[src/rtl/cvxif_vec_exec_pkg.sv]
// Shared types and sizing for the CV-X-IF vector execution stage.
package cvxif_instr_pkg;

  localparam int XLEN      = 32;
  localparam int VLenMax   = 8;
  localparam int IdWidth   = 4;
  localparam int VLenWidth = $clog2(VLenMax + 1);
  localparam int IdxWidth  = $clog2(VLenMax);

  typedef logic [VLenWidth-1:0] vlen_t;
  typedef logic [IdxWidth-1:0]  idx_t;

  typedef enum logic [1:0] {
    MV_V_X   = 2'd0,
    ADD_V_X  = 2'd1,
    REDSUM_V = 2'd2
  } custom_vec_op_e;

  typedef enum logic [1:0] {
    ST_IDLE = 2'd0,
    ST_EXEC = 2'd1,
    ST_RESP = 2'd2
  } exec_state_e;

  // Requests longer than the element file are silently truncated to its size.
  function automatic vlen_t clampVlen(input vlen_t v);
    return (v > vlen_t'(VLenMax)) ? vlen_t'(VLenMax) : v;
  endfunction

endpackage

[src/rtl/cvxif_vec_exec_if.sv]
// Issue and result channels between the predecoder/core and the execution stage.
interface cvxif_vec_exec_if;
  import cvxif_instr_pkg::*;

  logic                 issue_valid_i;
  logic                 issue_accept_i;
  logic                 issue_ready_o;
  custom_vec_op_e       instr_op_i;
  vlen_t                vlen_i;
  logic [XLEN-1:0]      rs1_i;
  logic [4:0]           rd_i;
  logic [IdWidth-1:0]   id_i;

  logic                 result_valid_o;
  logic                 result_ready_i;
  logic [IdWidth-1:0]   result_id_o;
  logic [4:0]           result_rd_o;
  logic [XLEN-1:0]      result_data_o;
  logic                 result_we_o;

  modport slave (
    input  issue_valid_i, issue_accept_i, instr_op_i, vlen_i, rs1_i, rd_i, id_i,
    input  result_ready_i,
    output issue_ready_o,
    output result_valid_o, result_id_o, result_rd_o, result_data_o, result_we_o
  );

  modport master (
    output issue_valid_i, issue_accept_i, instr_op_i, vlen_i, rs1_i, rd_i, id_i,
    output result_ready_i,
    input  issue_ready_o,
    input  result_valid_o, result_id_o, result_rd_o, result_data_o, result_we_o
  );

endinterface

[src/rtl/cvxif_vec_exec_elem_file.sv]
// Vector element file: one read and one write port sharing the element index.
module vec_elem_file
  import cvxif_instr_pkg::*;
(
  input  logic            clk_i,
  input  logic            rst_i,
  input  idx_t            i_idx,
  input  logic            i_we,
  input  logic [XLEN-1:0] i_wdata,
  output logic [XLEN-1:0] o_rdata
);

  logic [XLEN-1:0] r_elem [VLenMax];

  always_ff @(posedge clk_i or posedge rst_i) begin
    if (rst_i) begin
      for (int i = 0; i < VLenMax; i++) begin
        r_elem[i] <= '0;
      end
    end else if (i_we) begin
      r_elem[i_idx] <= i_wdata;
    end
  end

  assign o_rdata = r_elem[i_idx];

endmodule

[src/rtl/cvxif_vec_exec.sv]
// Execution stage: walks the element file one element per cycle, then offers one result beat.
module cvxif_vec_exec
  import cvxif_instr_pkg::*;
(
  input  logic            clk_i,
  input  logic            rst_i,
  cvxif_vec_exec_if.slave bus,
  output logic            busy_o
);

  exec_state_e        r_state;
  exec_state_e        w_nextState;
  custom_vec_op_e     r_op;
  vlen_t              r_vlen;
  idx_t               r_idx;
  logic [XLEN-1:0]    r_rs1;
  logic [XLEN-1:0]    r_acc;
  logic [4:0]         r_rd;
  logic [IdWidth-1:0] r_id;
  logic               r_we;

  logic               w_fire;
  logic               w_issueReady;
  logic               w_resultValid;
  logic               w_busy;
  logic               w_lastElem;
  logic               w_elemWe;
  logic [XLEN-1:0]    w_rdata;
  logic [XLEN-1:0]    w_wdata;
  vlen_t              w_vlenClamped;

  assign w_fire        = bus.issue_valid_i & bus.issue_accept_i & w_issueReady;
  assign w_vlenClamped = clampVlen(bus.vlen_i);
  assign w_lastElem    = (vlen_t'(r_idx) == (r_vlen - vlen_t'(1)));

  always_ff @(posedge clk_i or posedge rst_i) begin
    if (rst_i) begin
      r_state <= ST_IDLE;
    end else begin
      r_state <= w_nextState;
    end
  end

  always_comb begin
    w_nextState = r_state;
    case (r_state)
      ST_IDLE: begin
        if (w_fire) begin
          w_nextState = (w_vlenClamped != '0) ? ST_EXEC : ST_RESP;
        end
      end
      ST_EXEC: begin
        if (w_lastElem) begin
          w_nextState = ST_RESP;
        end
      end
      ST_RESP: begin
        if (bus.result_ready_i) begin
          w_nextState = ST_IDLE;
        end
      end
      default: w_nextState = ST_IDLE;
    endcase
  end

  // Handshake outputs come straight from the state register, so leaving RESP
  // never overlaps with a new issue in the same cycle.
  always_comb begin
    w_issueReady  = 1'b0;
    w_resultValid = 1'b0;
    w_busy        = 1'b1;
    case (r_state)
      ST_IDLE: begin
        w_issueReady = 1'b1;
        w_busy       = 1'b0;
      end
      ST_EXEC: ;
      ST_RESP: w_resultValid = 1'b1;
      default: ;
    endcase
  end

  always_comb begin
    w_elemWe = (r_state == ST_EXEC) && (r_op != REDSUM_V);
    w_wdata  = r_rs1;
    if (r_op == ADD_V_X) begin
      w_wdata = w_rdata + r_rs1;
    end
  end

  // Result fields only move on a fire or while accumulating in EXEC, so they
  // hold steady for as long as the core stalls the RESP beat.
  always_ff @(posedge clk_i or posedge rst_i) begin
    if (rst_i) begin
      r_op   <= MV_V_X;
      r_vlen <= '0;
      r_idx  <= '0;
      r_rs1  <= '0;
      r_acc  <= '0;
      r_rd   <= '0;
      r_id   <= '0;
      r_we   <= 1'b0;
    end else if (w_fire) begin
      r_op   <= bus.instr_op_i;
      r_vlen <= w_vlenClamped;
      r_idx  <= '0;
      r_rs1  <= bus.rs1_i;
      r_acc  <= '0;
      r_rd   <= bus.rd_i;
      r_id   <= bus.id_i;
      r_we   <= (bus.instr_op_i == REDSUM_V);
    end else if (r_state == ST_EXEC) begin
      r_idx <= r_idx + idx_t'(1);
      if (r_op == REDSUM_V) begin
        r_acc <= r_acc + w_rdata;
      end
    end
  end

  vec_elem_file u_elemFile (
    .clk_i   (clk_i),
    .rst_i   (rst_i),
    .i_idx   (r_idx),
    .i_we    (w_elemWe),
    .i_wdata (w_wdata),
    .o_rdata (w_rdata)
  );

  assign bus.issue_ready_o  = w_issueReady;
  assign bus.result_valid_o = w_resultValid;
  assign bus.result_id_o    = r_id;
  assign bus.result_rd_o    = r_rd;
  assign bus.result_data_o  = r_acc;
  assign bus.result_we_o    = r_we;
  assign busy_o             = w_busy;

endmodule

[src/flat_wrapper.sv]
// flat-port wrapper written by rule: the top's interface ports become plain ports
module cvxif_vec_exec_flat import cvxif_instr_pkg::*;
  (clk_i, rst_i, busy_o, bus_issue_valid_i, bus_issue_accept_i, bus_instr_op_i, bus_vlen_i, bus_rs1_i, bus_rd_i, bus_id_i, bus_result_ready_i, bus_issue_ready_o, bus_result_valid_o, bus_result_id_o, bus_result_rd_o, bus_result_data_o, bus_result_we_o);
  cvxif_vec_exec_if bus_i ();
  input  logic clk_i;
  input  logic rst_i;
  output logic busy_o;
  input wire logic [$bits(bus_i.issue_valid_i)-1:0] bus_issue_valid_i;
  input wire logic [$bits(bus_i.issue_accept_i)-1:0] bus_issue_accept_i;
  input wire logic [$bits(bus_i.instr_op_i)-1:0] bus_instr_op_i;
  input wire logic [$bits(bus_i.vlen_i)-1:0] bus_vlen_i;
  input wire logic [$bits(bus_i.rs1_i)-1:0] bus_rs1_i;
  input wire logic [$bits(bus_i.rd_i)-1:0] bus_rd_i;
  input wire logic [$bits(bus_i.id_i)-1:0] bus_id_i;
  input wire logic [$bits(bus_i.result_ready_i)-1:0] bus_result_ready_i;
  output wire logic [$bits(bus_i.issue_ready_o)-1:0] bus_issue_ready_o;
  output wire logic [$bits(bus_i.result_valid_o)-1:0] bus_result_valid_o;
  output wire logic [$bits(bus_i.result_id_o)-1:0] bus_result_id_o;
  output wire logic [$bits(bus_i.result_rd_o)-1:0] bus_result_rd_o;
  output wire logic [$bits(bus_i.result_data_o)-1:0] bus_result_data_o;
  output wire logic [$bits(bus_i.result_we_o)-1:0] bus_result_we_o;
  assign bus_i.issue_valid_i = bus_issue_valid_i;
  assign bus_i.issue_accept_i = bus_issue_accept_i;
  assign bus_i.instr_op_i = bus_instr_op_i;
  assign bus_i.vlen_i = bus_vlen_i;
  assign bus_i.rs1_i = bus_rs1_i;
  assign bus_i.rd_i = bus_rd_i;
  assign bus_i.id_i = bus_id_i;
  assign bus_i.result_ready_i = bus_result_ready_i;
  assign bus_issue_ready_o = bus_i.issue_ready_o;
  assign bus_result_valid_o = bus_i.result_valid_o;
  assign bus_result_id_o = bus_i.result_id_o;
  assign bus_result_rd_o = bus_i.result_rd_o;
  assign bus_result_data_o = bus_i.result_data_o;
  assign bus_result_we_o = bus_i.result_we_o;
  cvxif_vec_exec u_core (.clk_i(clk_i), .rst_i(rst_i), .bus(bus_i), .busy_o(busy_o));
endmodule
[config.mk]
export PLATFORM = sky130hd
export DESIGN_NAME = cvxif_vec_exec_flat
export DESIGN_NICKNAME = d
export VERILOG_FILES = /design/src/rtl/cvxif_vec_exec_pkg.sv /design/src/rtl/cvxif_vec_exec_if.sv /design/src/rtl/cvxif_vec_exec_elem_file.sv /design/src/rtl/cvxif_vec_exec.sv /design/src/flat_wrapper.sv
export SDC_FILE = /design/constraint.sdc
export NUM_CORES = 1
export LEC_CHECK = 0
export CORE_MARGIN = 2
export CORE_UTILIZATION = 45
export CTS_CLUSTER_DIAMETER = 50
export CTS_CLUSTER_SIZE = 25
export DETAILED_ROUTE_END_ITERATION = 6
export PLACE_DENSITY = 0.68
export SYNTH_ARGS = -nofsm -noshare
export SYNTH_HDL_FRONTEND = slang
export SYNTH_SLANG_ARGS = --single-unit
[constraint.sdc]
create_clock -name clk_i -period 11.2 [get_ports clk_i]
set_clock_uncertainty 0.15 [all_clocks]
set_input_delay 1.68 -clock clk_i [delete_from_list [all_inputs] [get_ports clk_i]]
set_output_delay 1.68 -clock clk_i [all_outputs]
set_load 0.01 [all_outputs]
[Yosys cells after proc, flatten, opt, wreduce, memory -nomap -nowiden]
Cells that the tools add are included.
Storage, ports and cells
  register bits: 341
  bits in latches: 0
  RAM bits: 0
  ROM bits: 0
  input bits: 52
  output and inout port bits: 45
  word-level logic and storage cells: 66
  memories kept: 0
Operators by class
  add/sub/neg operators: 4
  $mul: 0
  divide/modulo/power cells: 0
  $lt $le $gt $ge: 3
  equality and inequality tests: 10
  shift-type cells: 0
  muxes and demuxes: 21
  bitwise operators: 3
  reductions and logical operators: 8
Operators with widths (number)
  bitwise mux 256 bit: 1
  2-to-1 mux 32 bit: 7
  binary-select mux 32 bit (select 3 bit): 1
  demux 32 bit (select 3 bit): 1
  adder 32 bit: 2
  2-to-1 mux 2 bit: 4
  equality test 2 bit (second input constant): 3
  2-to-1 mux 3 bit: 2
  case mux 2 bit (3 select lines): 1
  equality test 2 x 1 -> 1 bit (second input constant): 2
  equality test 3 x 4 -> 1 bit: 1
  >= comparator 4 bit (second input constant): 1
  > comparator 4 bit (second input constant): 1
  < comparator 4 x 1 -> 1 bit (second input constant): 1
  2-to-1 mux 4 bit: 1
  != test 2 x 1 -> 1 bit (second input constant): 2
  != test 2 bit (second input constant): 2
  NOT 3 -> 4 bit: 1
  nonzero test 2 bit: 2
  nonzero test 4 bit: 1
  subtractor 4 x 1 -> 4 bit (second input constant): 1
  adder 3 x 1 -> 3 bit (second input constant): 1
  2-to-1 mux 1 bit: 3
  AND reduction 3 bit: 1
  other kinds (4): 6

[Longest topological paths before layout]
  depth after elaboration: 8
  gate-level depth with buffers: 18
  gate-level depth less buffers: 15

[Modules after synthesis]
Synthesis repeated with hierarchy kept, for this count alone.
Unflattened totals
  cell total of the unflattened synthesis: 1484
  area, all modules: 18276.3 µm²
Modules (own cells, without submodules)
  vec_elem_file: instances 1, cells an instance 665, area each 11501.0 µm², seq. area each 6406.1 µm²
  cvxif_vec_exec: instances 1, cells an instance 819, area each 6775.2 µm², seq. area each 2127.0 µm²

[Worst setup path before layout]
OpenSTA, ideal clock, no wires.
  path kind: register to register
  start point: register u_core.r_idx[0]
  end point: register u_core.u_elemFile.r_elem[122] (netlist name)
  setup time: 138 ps
  data arrival time: 4247 ps
  required time: 10912 ps
  setup slack: 6666 ps
  cell stages (with the launch flop): 18
  buffers on the path: 3
  clock period less this slack: 4534 ps
  cells stage by stage: dfrtp_1 buf_2 buf_1 buf_1 mux2i_1 o22a_1 o221ai_1 ha_1 fa_1 a211oi_1 nor2_1 o41ai_1 nand3_1 a21oi_1 o31ai_1 mux2i_1 o21ai_1 o21ai_0
Between the ends
  word-level cells in the longest chain between the ends: 7
  elaborated cells on any way between the ends: 12
  classes of those cells: add/sub: 1; order compare: 2; mux: 7; bitwise: 1; reduce/logical: 1
RTL lines
  start, declared: RTL line cvxif_vec_exec.sv:15  | idx_t r_idx;
  start signal, assigned: RTL line cvxif_vec_exec.sv:113  | r_idx <= r_idx + idx_t'(1);
  NOT 3 -> 4 bit (not written as such) (*): RTL line cvxif_vec_exec_elem_file.sv:21, cvxif_vec_exec_elem_file.sv:25
  binary-select mux 32 bit (select 3 bit): RTL line cvxif_vec_exec_elem_file.sv:25  | assign o_rdata = r_elem[i_idx];
  2-to-1 mux 32 bit (not written as such) (2 in series): RTL line cvxif_vec_exec_elem_file.sv:25
  adder 32 bit: RTL line cvxif_vec_exec.sv:87  | w_wdata = w_rdata + r_rs1;
  2-to-1 mux 32 bit: RTL line cvxif_vec_exec.sv:86  | if (r_op == ADD_V_X) begin
  bitwise mux 256 bit (*): RTL line cvxif_vec_exec_elem_file.sv:21  | r_elem[i_idx] <= i_wdata;
  end signal, assigned by index: RTL line cvxif_vec_exec_elem_file.sv:21
  end, declared: RTL line cvxif_vec_exec_elem_file.sv:13  | logic [XLEN-1:0] r_elem [VLenMax];
Mark *: on every way between the ends. The rest lies on a longest branch, timed or not. The select of a mux whose other input is x is not followed.
A chain may end at the register's enable or synchronous reset.

[Final worst setup path]
  start point: register u_core.r_idx[2]
  end point: register u_core.u_elemFile.r_elem[92] (netlist name)
Same word-level chain as after synthesis.

==> impl_metrics.toml <==
[placed_design]
port_buffers = 96
place.gp.congestion = 0.954
dp.final_hpwl_mm = 31.6
pre_cts_ws_ps = 5580

[sta]
worst_slack_ps = 5440
finalSetupViolCount = 0
fmax_mhz = 173
timing_hold_violations_final = 0
rsz0062_at_grt = "no"
setup-tns-final_ps = 0
fin_crit_sh_pct = 51.5
relSlewSlack_pct = 26.5
tightest_slew_ps = 1100
slew_viol_final = 0
finalCriticalPeriod_ps = 5760

[min_path]
worstHoldEndpoint = "u_core.bus.result_we_o$_DFFE_PP0P_"
min-delay-start = "u_core.bus.result_we_o$_DFFE_PP0P_"
min_path_type = "reg -> reg"
hold_depth = 2

[die]
row_count = 73
fp.dieH_um = 204
die-width_um = 204
die_area_mm2 = 0.0417
io_pins = 97
core_area_mm2 = 0.0396
start_util_pct = 45.5

[logic_synthesis]
synth-edff-count = 0
synth.net_count = 2032
synthArstFlopShare_pct = 100
synth.avg_cell_area_um2 = 9.43
ys_warn_count = 0
synth.distinct_cells = 80
synthesis.area_mm2 = 0.0180
synth-seq-area-share_pct = 47.3
synthCells = 1914
ys_ff_latch = 341
ys.flop_type = "dfrtp_1"

[setup_path]
worst-setup-path-type = "reg -> reg"
required_ps = 11470
critPathMaxFanout = 21
r2r_cells = 15
r2r-end = "u_core.u_elemFile.r_elem[92]$_DFFE_PP0P_"
r2r_start = "u_core.r_idx[2]$_DFFE_PP0P_"
cp-end-kind = "flop"
critPathLaunchType = "flop"
crit_path_max_incr_delay_ps = 910
slowest_stage = "dfrtp_1"
cp.arrival_ps = 6030
worstPathCellList = "nand2b_1 > buf_4 > o22a_1 > o221ai_1 > ha_1 > fa_1 > a211oi_1 > nor2_1 > o41ai_1 > nand3_1 > a21oi_1 > o31ai_1 > xor2_1 > mux2i_2 > o21ai_0"
r2r_slack_ps = 5440

[finish]
finalNetCount = 2064
drive_above_1_share_pct = 7.51
area_delta_synth_final_pct = 13.6
nFillCells = 3616
final_cell_mix = "nand2_1, dfrtp_1, o21ai_0, mux2i_1, clkdlybuf4s50_1"
num_antenna_cells = 0
mostFrequentLayoutCell = "nand2_1"

[pwr]
p_sw_share_pct = 24.1
p_per_area_mw_per_mm2 = 117
vdd_drop_max_uv = 118
comb_power_share_pct = 1.8
p_int_mw = 1.82
power_leakage_nw = 9.12
power.switching_mw = 0.578
p_seq_share_pct = 51.3
power_frac_clock_pct = 46.8

[clocking]
cts_inserted_buffers = 31
hold_buffers = 0
cts_tree = "built"
cts-root-buf = "clkbuf_16"
cts_resized = 0
cts_setup_buffers = 0
clock_latency_ps = 600
htree_levels = 1
clk_pin_slew_ps = 80
clkSinkCount = 341
cts_buffer_depth = 3

[global_route]
grt.busiest_layer = "met2"
grt_pass1_wl_mm = 75.7
antenna_found_initial = 0
met2_usage_pct = 37.7
grt.total_usage_pct = 22.8
grt_pass1_vias = 14100
use_met3_pct = 3.17
grt_max_degree = 204
use_met1_pct = 31.7
grt_overflow = 0

[drt]
first_pass_iters = 5
totalWireLength_mm = 46.8
vias = 14300
drc = 0
ant_nets = 0
drt_iter0_drc = 1149
vias_per_cell = 5.72
wire_per_inst_um = 18.7

[job]
max-cap-violations = 0

[outcome]
outcome = "complete, no violations"
## routing by layer
metal	share of wire (%)	wire, um
met4	2.0	928
met5	0	0
met3	5.2	2450
met2	47	21800
met1	46	21600
## logic make-up (layout without fill, tap and decap cells)
kind of cell	after synthesis	count (layout)	synth area share, %
AOI/OAI and AO/OA	529	529	18.0
xor gates and xnor gates	57	57	2.81
adders and majority gates	66	66	4.66
buffers and inverters	133	190	2.84
DFF	341	341	47.3
muxes	162	162	10.0
and+or+nand+nor	626	626	14.4
## critical path, delay by kind of cell, from the launching register on
| kind | cells | cell delay (ps) |
|---|---|---|
| compound gates | 7 | 1720 |
| xor+xnor | 1 | 170 |
| fa+ha+maj | 2 | 790 |
| buf+inv | 1 | 410 |
| flops | 1 | 910 |
| mux | 1 | 410 |
| simple gates | 3 | 1000 |
## Yosys cell counts, types with 6 or more instances
cell type | instances | share of area (%)
o21ai_0 | 247 | 6.9
nand4_1 | 11 | 0.38
o21bai_1 | 7 | 0.29
o21a_1 | 6 | 0.25
ha_1 | 64 | 4.4
dfrtp_1 | 341 | 47
nand2b_1 | 11 | 0.38
o22a_1 | 26 | 1.3
clkbuf_1 | 94 | 2.0
mux2i_1 | 117 | 6.5
xnor2_1 | 29 | 1.4
inv_1 | 16 | 0.33
mux2_2 | 22 | 1.4
a211oi_1 | 9 | 0.37
a31oi_1 | 29 | 1.0
nor3_1 | 11 | 0.31
a21oi_1 | 69 | 1.9
mux4_2 | 10 | 1.2
nor2_1 | 77 | 1.6
and3_1 | 8 | 0.28
nand2_1 | 444 | 9.2
buf_2 | 11 | 0.31
xor2_1 | 27 | 1.3
mux2_1 | 8 | 0.50
a21o_1 | 30 | 1.2
o21ai_1 | 29 | 0.80
nand3_1 | 24 | 0.67
buf_1 | 11 | 0.23
o221ai_1 | 27 | 1.3
nor2b_1 | 13 | 0.45
## stage by stage
step | instance area, um2 | std cells | hold slack, ps | total power [mW] | util, %
floorplan | 18000 | 1914 | 295 | 1.27 | -
global route | 20500 | 2496 | 349 | 2.47 | 51.7
CTS | 20500 | 2496 | 326 | 2.42 | 51.7
finish | 20500 | 2496 | 320 | 2.40 | 51.7
global placement | 19400 | 2438 | 306 | 1.30 | 49.0
detailed placement | 19400 | 2438 | 310 | 1.30 | 49.0
## state kept, by name, indices dropped and copies added, names as in the netlist
| name | cells |
|---|---|
| u_core.u_elemFile.r_elem | 256 |
| u_core.bus.result_data_o | 32 |
| u_core.r_rs1 | 32 |
| u_core.bus.result_rd_o | 5 |
| u_core.bus.result_id_o | 4 |
| u_core.r_vlen | 4 |
| u_core.r_idx | 3 |
| u_core.r_op | 2 |
| u_core.r_state | 2 |
| u_core.bus.result_we_o | 1 |
## layout make-up
class / instances / area [um2] / share of cell area [%]
Tap cell: 525 / 657 / 3.20
Sequential cell: 341 / 8540 / 41.6
Timing Repair Buffer: 115 / 1130 / 5.51
Inverter: 17 / 67.6 / 0.330
Multi-Input combinational cell: 1440 / 9020 / 44.0
Clock inverter: 26 / 309 / 1.51
Clock buffer: 32 / 779 / 3.80
## power by group through the flow
stage / Combinational (mW) / Sequential (mW) / Clock [mW]
finish: 0.0442 / 1.23 / 1.12
global route: 0.0501 / 1.23 / 1.19
floorplan: 0.0185 / 1.26 / 0
global placement: 0.0451 / 1.25 / 0
CTS: 0.0460 / 1.23 / 1.14
detailed placement: 0.0458 / 1.25 / 0
## worst max path at each step
stage | startpoint | endpoint | depth (start not counted)
global route | u_core.r_idx[2]$_DFFE_PP0P_ | u_core.u_elemFile.r_elem[90]$_DFFE_PP0P_ | 15
global placement | u_core.r_idx[2]$_DFFE_PP0P_ | u_core.u_elemFile.r_elem[156]$_DFFE_PP0P_ | 15
floorplan | rst_i | u_core.bus.result_data_o[0]$_DFFE_PP0P_ | 1
finish | u_core.r_idx[2]$_DFFE_PP0P_ | u_core.u_elemFile.r_elem[92]$_DFFE_PP0P_ | 15
CTS | u_core.r_idx[2]$_DFFE_PP0P_ | u_core.u_elemFile.r_elem[92]$_DFFE_PP0P_ | 15
detailed placement | u_core.r_idx[2]$_DFFE_PP0P_ | u_core.u_elemFile.r_elem[92]$_DFFE_PP0P_ | 15
(Power assumes the default switching activity.)
==> variant 1, RTL diff (config.mk and constraints unchanged) <==
Set the package constant `VLenMax` to 16 (it was 8).
--- a/src/rtl/cvxif_vec_exec_pkg.sv
+++ b/src/rtl/cvxif_vec_exec_pkg.sv
@@ -2,7 +2,7 @@
 package cvxif_instr_pkg;
 
   localparam int XLEN      = 32;
-  localparam int VLenMax   = 8;
+  localparam int VLenMax   = 16;
   localparam int IdWidth   = 4;
   localparam int VLenWidth = $clog2(VLenMax + 1);
   localparam int IdxWidth  = $clog2(VLenMax);
Interface: changed (resized bus_vlen_i); port bits go from 97 to 98. No check against the original RTL was run, so the function may have changed too.
==> variant 1 against the original RTL <==
Sequential cell count up 258. First-iteration DRC count grew 91%. Routed wire length rose by 71%. Total power rose to 3.8 times the old value. Area after synthesis increased by 65%. Sequential share of layout area grew 3.8 points. Combinational power rose to 95 times the old value. Hold slack better by 0.0078 ns. Worst setup slack worse by 0.72 ns. Utilization decreased by 1.4 points. Non-clock buffer count rose by 15. Cell area rose by 61%. Via count increased by 55%. Largest power group is now combinational cells.
==> variant 1: results <==
set metrics [dict create \
    synth.net_count 2985 \
    holdWs_ns 0.328 \
    synth.area.mux_share_pct 14.4 \
    synth-adder-area-share_pct 2.95 \
    drt-initial-drc-count 2194 \
    drt_first_pass_iters 5 \
    grt_max_degree 194 \
    largest_register_ffs 512 \
    io_buffers 97 \
    synth-compound-area-share_pct 15.7 \
    htreeDepth 2 \
    vias_per_cell 5.94 \
    nFillCells 5663 \
    synth_xor_area_share_pct 1.44 \
    critPathMaxFanout 38 \
    insertion_delay_ns 0.62 \
    yosys-top-cells-area "dfrtp_1, mux4_2, nand2_1, o21ai_0, ha_1" \
    place_hpwl_um 49900 \
    ir_worst_vdd_mv 0.157 \
    dp_slack_ns 4.77 \
    routabilityCongestion 0.963 \
    routedWlPerCell_um 21.5 \
    avgSynthCellArea_um2 10.4 \
    r2r_slack_ns 4.72 \
    grt_pass1_vias 21883 \
    placed_cell_area_mm2 0.0313 \
    hold_end "u_core.bus.result_id_o[1]" \
    grt_usage_pct 23.8 \
    dp.cells 3634 \
    synth_commonest_cells "nand2_1, dfrtp_1, o21ai_0" \
    nets 2940 \
    maxSlewHeadroom_pct 5.66 \
    synth_ff_type "dfrtp_1" \
    sw_frac_of_total_pct 42.7 \
    grt_pass1_wl_um 127000 \
    status "completed" \
    seq_area_frac_synth_pct 50.4 \
    synth_top_area_share_pct 50.4 \
    hp-start "u_core.bus.result_id_o[1]" \
    ys_types 69 \
    rr_worst_depth 14 \
    hp-class "register to register" \
]
variant 1: worst max path at each step:
stage,startpoint,endpoint,slack (ns),cells after the start
after detailed placement,u_core.r_idx[0],u_core.u_elemFile.r_elem[63],4.77,14
after global placement,u_core.r_idx[0],u_core.u_elemFile.r_elem[63],4.89,14
after CTS,u_core.r_idx[0],u_core.u_elemFile.r_elem[351],4.74,14
after global routing,u_core.r_idx[0],u_core.u_elemFile.r_elem[370],4.32,14
final,u_core.r_idx[0],u_core.u_elemFile.r_elem[351],4.72,14
after floorplan,rst_i,u_core.bus.result_data_o[0],1.20,1
variant 1: worst max-delay path: stages, from the launching register on:
cell	delay [ns]
dfrtp_4	0.87
buf_4	0.72
mux4_2	0.61
mux4_2	0.57
ha_1	0.36
a211oi_2	0.20
nor2_1	0.13
o41ai_4	0.37
a211oi_2	0.16
o21ai_2	0.30
a2111oi_4	0.12
buf_4	0.28
nand4bb_1	0.79
o211ai_1	0.51
a21oi_1	0.12
variant 1: layer usage:
metal,vias up,part of all wire [%],track usage [%]
met5,-,0,0
met4,0,3.4,8.07
met3,174,5.8,3.12
met2,706,49,39.6
met1,11177,42,32.3
li1,10039,-,-
variant 1: area by class of cell:
type,instances,area [um^2],area share (%)
well taps,864,1080,3.27
multi-input cells,2016,13900,42.1
repair buffers,130,1260,3.80
clock inverters,32,429,1.30
clock buffers,54,1240,3.76
inverters,25,97.6,0.296
flip-flops and latches,599,15000,45.4
variant 1: power by group through the flow:
stage               clock [mW]  combinational, mW  sequential [mW]
floorplan                    0               3.06             3.01
global placement             0               4.00             3.13
detailed placement           0               4.12             3.16
CTS                       1.83               4.13             3.12
global route              1.91               4.59             3.20
finish                    1.81               4.18             3.13
==> variant 2, RTL diff (same flow settings) <==
Made on the original files. Make the reset (`rst_i`) synchronous in 3 clocked blocks.
--- a/src/rtl/cvxif_vec_exec_elem_file.sv
+++ b/src/rtl/cvxif_vec_exec_elem_file.sv
@@ -12,7 +12,7 @@
 
   logic [XLEN-1:0] r_elem [VLenMax];
 
-  always_ff @(posedge clk_i or posedge rst_i) begin
+  always_ff @(posedge clk_i) begin
     if (rst_i) begin
       for (int i = 0; i < VLenMax; i++) begin
         r_elem[i] <= '0;
--- a/src/rtl/cvxif_vec_exec.sv
+++ b/src/rtl/cvxif_vec_exec.sv
@@ -33,7 +33,7 @@
   assign w_vlenClamped = clampVlen(bus.vlen_i);
   assign w_lastElem    = (vlen_t'(r_idx) == (r_vlen - vlen_t'(1)));
 
-  always_ff @(posedge clk_i or posedge rst_i) begin
+  always_ff @(posedge clk_i) begin
     if (rst_i) begin
       r_state <= ST_IDLE;
     end else begin
@@ -90,7 +90,7 @@
 
   // Result fields only move on a fire or while accumulating in EXEC, so they
   // hold steady for as long as the core stalls the RESP beat.
-  always_ff @(posedge clk_i or posedge rst_i) begin
+  always_ff @(posedge clk_i) begin
     if (rst_i) begin
       r_op   <= MV_V_X;
       r_vlen <= '0;
Behaviour: differs if rst_i is asserted again (counterexample within 4 cycles, from zero or initial values and one cycle with rst_i high); with rst_i held inactive, the same outputs for 4 cycles.
==> variant 2 against the original RTL <==
The flow now finishes with violations (design-rule violations). Routed wire length is 2.0% higher. Hold slack worse by 0.016 ns. Sequential cell count grew 3. Cell area shrank 2.5%. Area after synthesis fell by 3.3%. Worst setup slack got worse by 0.015 ns.
Power is not compared: it rests on default switching activity, and its combinational part moved more than twofold at a synthesized area within 25%.
==> variant 2: results <==
set metrics [dict create \
    status "finished with violations" \
    violations "design-rule violations" \
    grt_max_degree 64 \
    cts_buffer_depth 3 \
    ys_warn_count 0 \
    cp_slowest_stage_delay_ns 0.76 \
    post-cts-setup-buffer-count 0 \
    cts_resized 0 \
    drive_above_1_share_pct 12.1 \
    dp_slack_ns 5.51 \
    top_layer "met4" \
    antenna_found_initial 0 \
    maxSlewHeadroom_pct 19.1 \
    drcViolationCount 4 \
    dp.cells 2134 \
    drt-initial-drc-count 1277 \
    stdcell_count 2190 \
    grt_pass1_vias 12632 \
    clk_pin_slew_worst_paths_ns 0.08 \
    ys_types 68 \
    wl_met1_um 19700 \
    critPathMaxFanout 34 \
    synth_edf_count 256 \
    diodes 0 \
    met2_wirelength_um 22400 \
    synth_commonest_cells "nor2_1, edfxtp_1, nand2_1" \
    ir_worst_vdd_mv 0.133 \
    place_hpwl_um 29800 \
    io_buffers 96 \
    p_leak_nw 7.06 \
    grt_pass1_wl_um 72500 \
    cts_root_buffer "clkbuf_16" \
    insertion_delay_ns 0.59 \
    yosys-top-cells-area "edfxtp_1, dfxtp_1, mux4_2, nor2_1, ha_1" \
    drt_first_pass_iters 7 \
    seq_area_frac_synth_pct 54.1 \
    dr_wl_met3_um 4450 \
    synth-async-reset-ratio_pct 0 \
    cts_made_buffers 30 \
    top_register "u_core.u_elemFile.r_elem" \
    largest_register_ffs 256 \
    nets 1766 \
    routedWlPerCell_um 21.8 \
    routabilityCongestion 0.896 \
    grt_usage_pct 23.3 \
    hp-class "register to register" \
    htreeDepth 1 \
    crit_arrival_ns 5.94 \
    cp_slowest_cell "dfxtp_4" \
    synth.net_count 1701 \
    placed_cell_area_mm2 0.0189 \
    vias_per_cell 5.85 \
    synth_ff_type "edfxtp_1" \
    cp_top_family "compound AO/OA/AOI/OAI gates" \
    avgSynthCellArea_um2 11.0 \
]
## variant 2: changes by cell type after synthesis, sizes merged, moves of 88 or more
cell    delta
o21ai    -243
mux2i    -105
edfxtp   +256
dfxtp     +88
nor2     +245
dfrtp    -341
nand2    -260
## variant 2: cell type report
cell class	instances	area, um^2
multi-input combinational	1132	7610
fill	3306	18500
clock buffer	32	779
timing repair buffer	120	1140
inverter	20	75.1
tap	518	648
clock inverter	24	275
sequential	344	9450
## variant 2: stage by stage
stage,hold slack [ns],utilization [%]
global route,0.334,51.9
floorplan,0.282,-
detailed placement,0.293,49.2
finish,0.304,51.9
CTS,0.304,51.9
global placement,0.290,49.2
## variant 2: path summary, 6_finish.rpt
kind,slack (ns),cells after the start,startpoint,end
max,5.42,13,register,u_core.u_elemFile.r_elem[0][25]
min,0.30,2,u_core.bus.result_we_o,u_core.bus.result_we_o
max reg2reg,5.42,13,register,u_core.u_elemFile.r_elem[0][25]
min reg2reg,0.30,2,u_core.bus.result_we_o,u_core.bus.result_we_o
## variant 2: cell families after synthesis
| logic type | after synthesis | synth area share, % |
|---|---|---|
| xor+xnor | 51 | 2.60 |
| fa+ha+maj | 66 | 4.82 |
| mux | 112 | 11.2 |
| buf+inv | 107 | 2.43 |
| compound gates | 292 | 10.2 |
| flops | 344 | 54.1 |
| simple gates | 611 | 14.6 |
## variant 2: power by group
part | switching [mW] | internal (mW) | total, mW
logic | 0.275 | 0.186 | 0.461
clock network | 0.543 | 0.544 | 1.09
registers | 0.0346 | 1.42 | 1.45
total | 0.852 | 2.15 | 3.00
## variant 2: metal layers
metal  vias up  GRT usage (%)
met4         0           7.28
met2       581           38.2
met3        69           3.59
met1      6288           32.1
met5         -              0
li1       5873              -
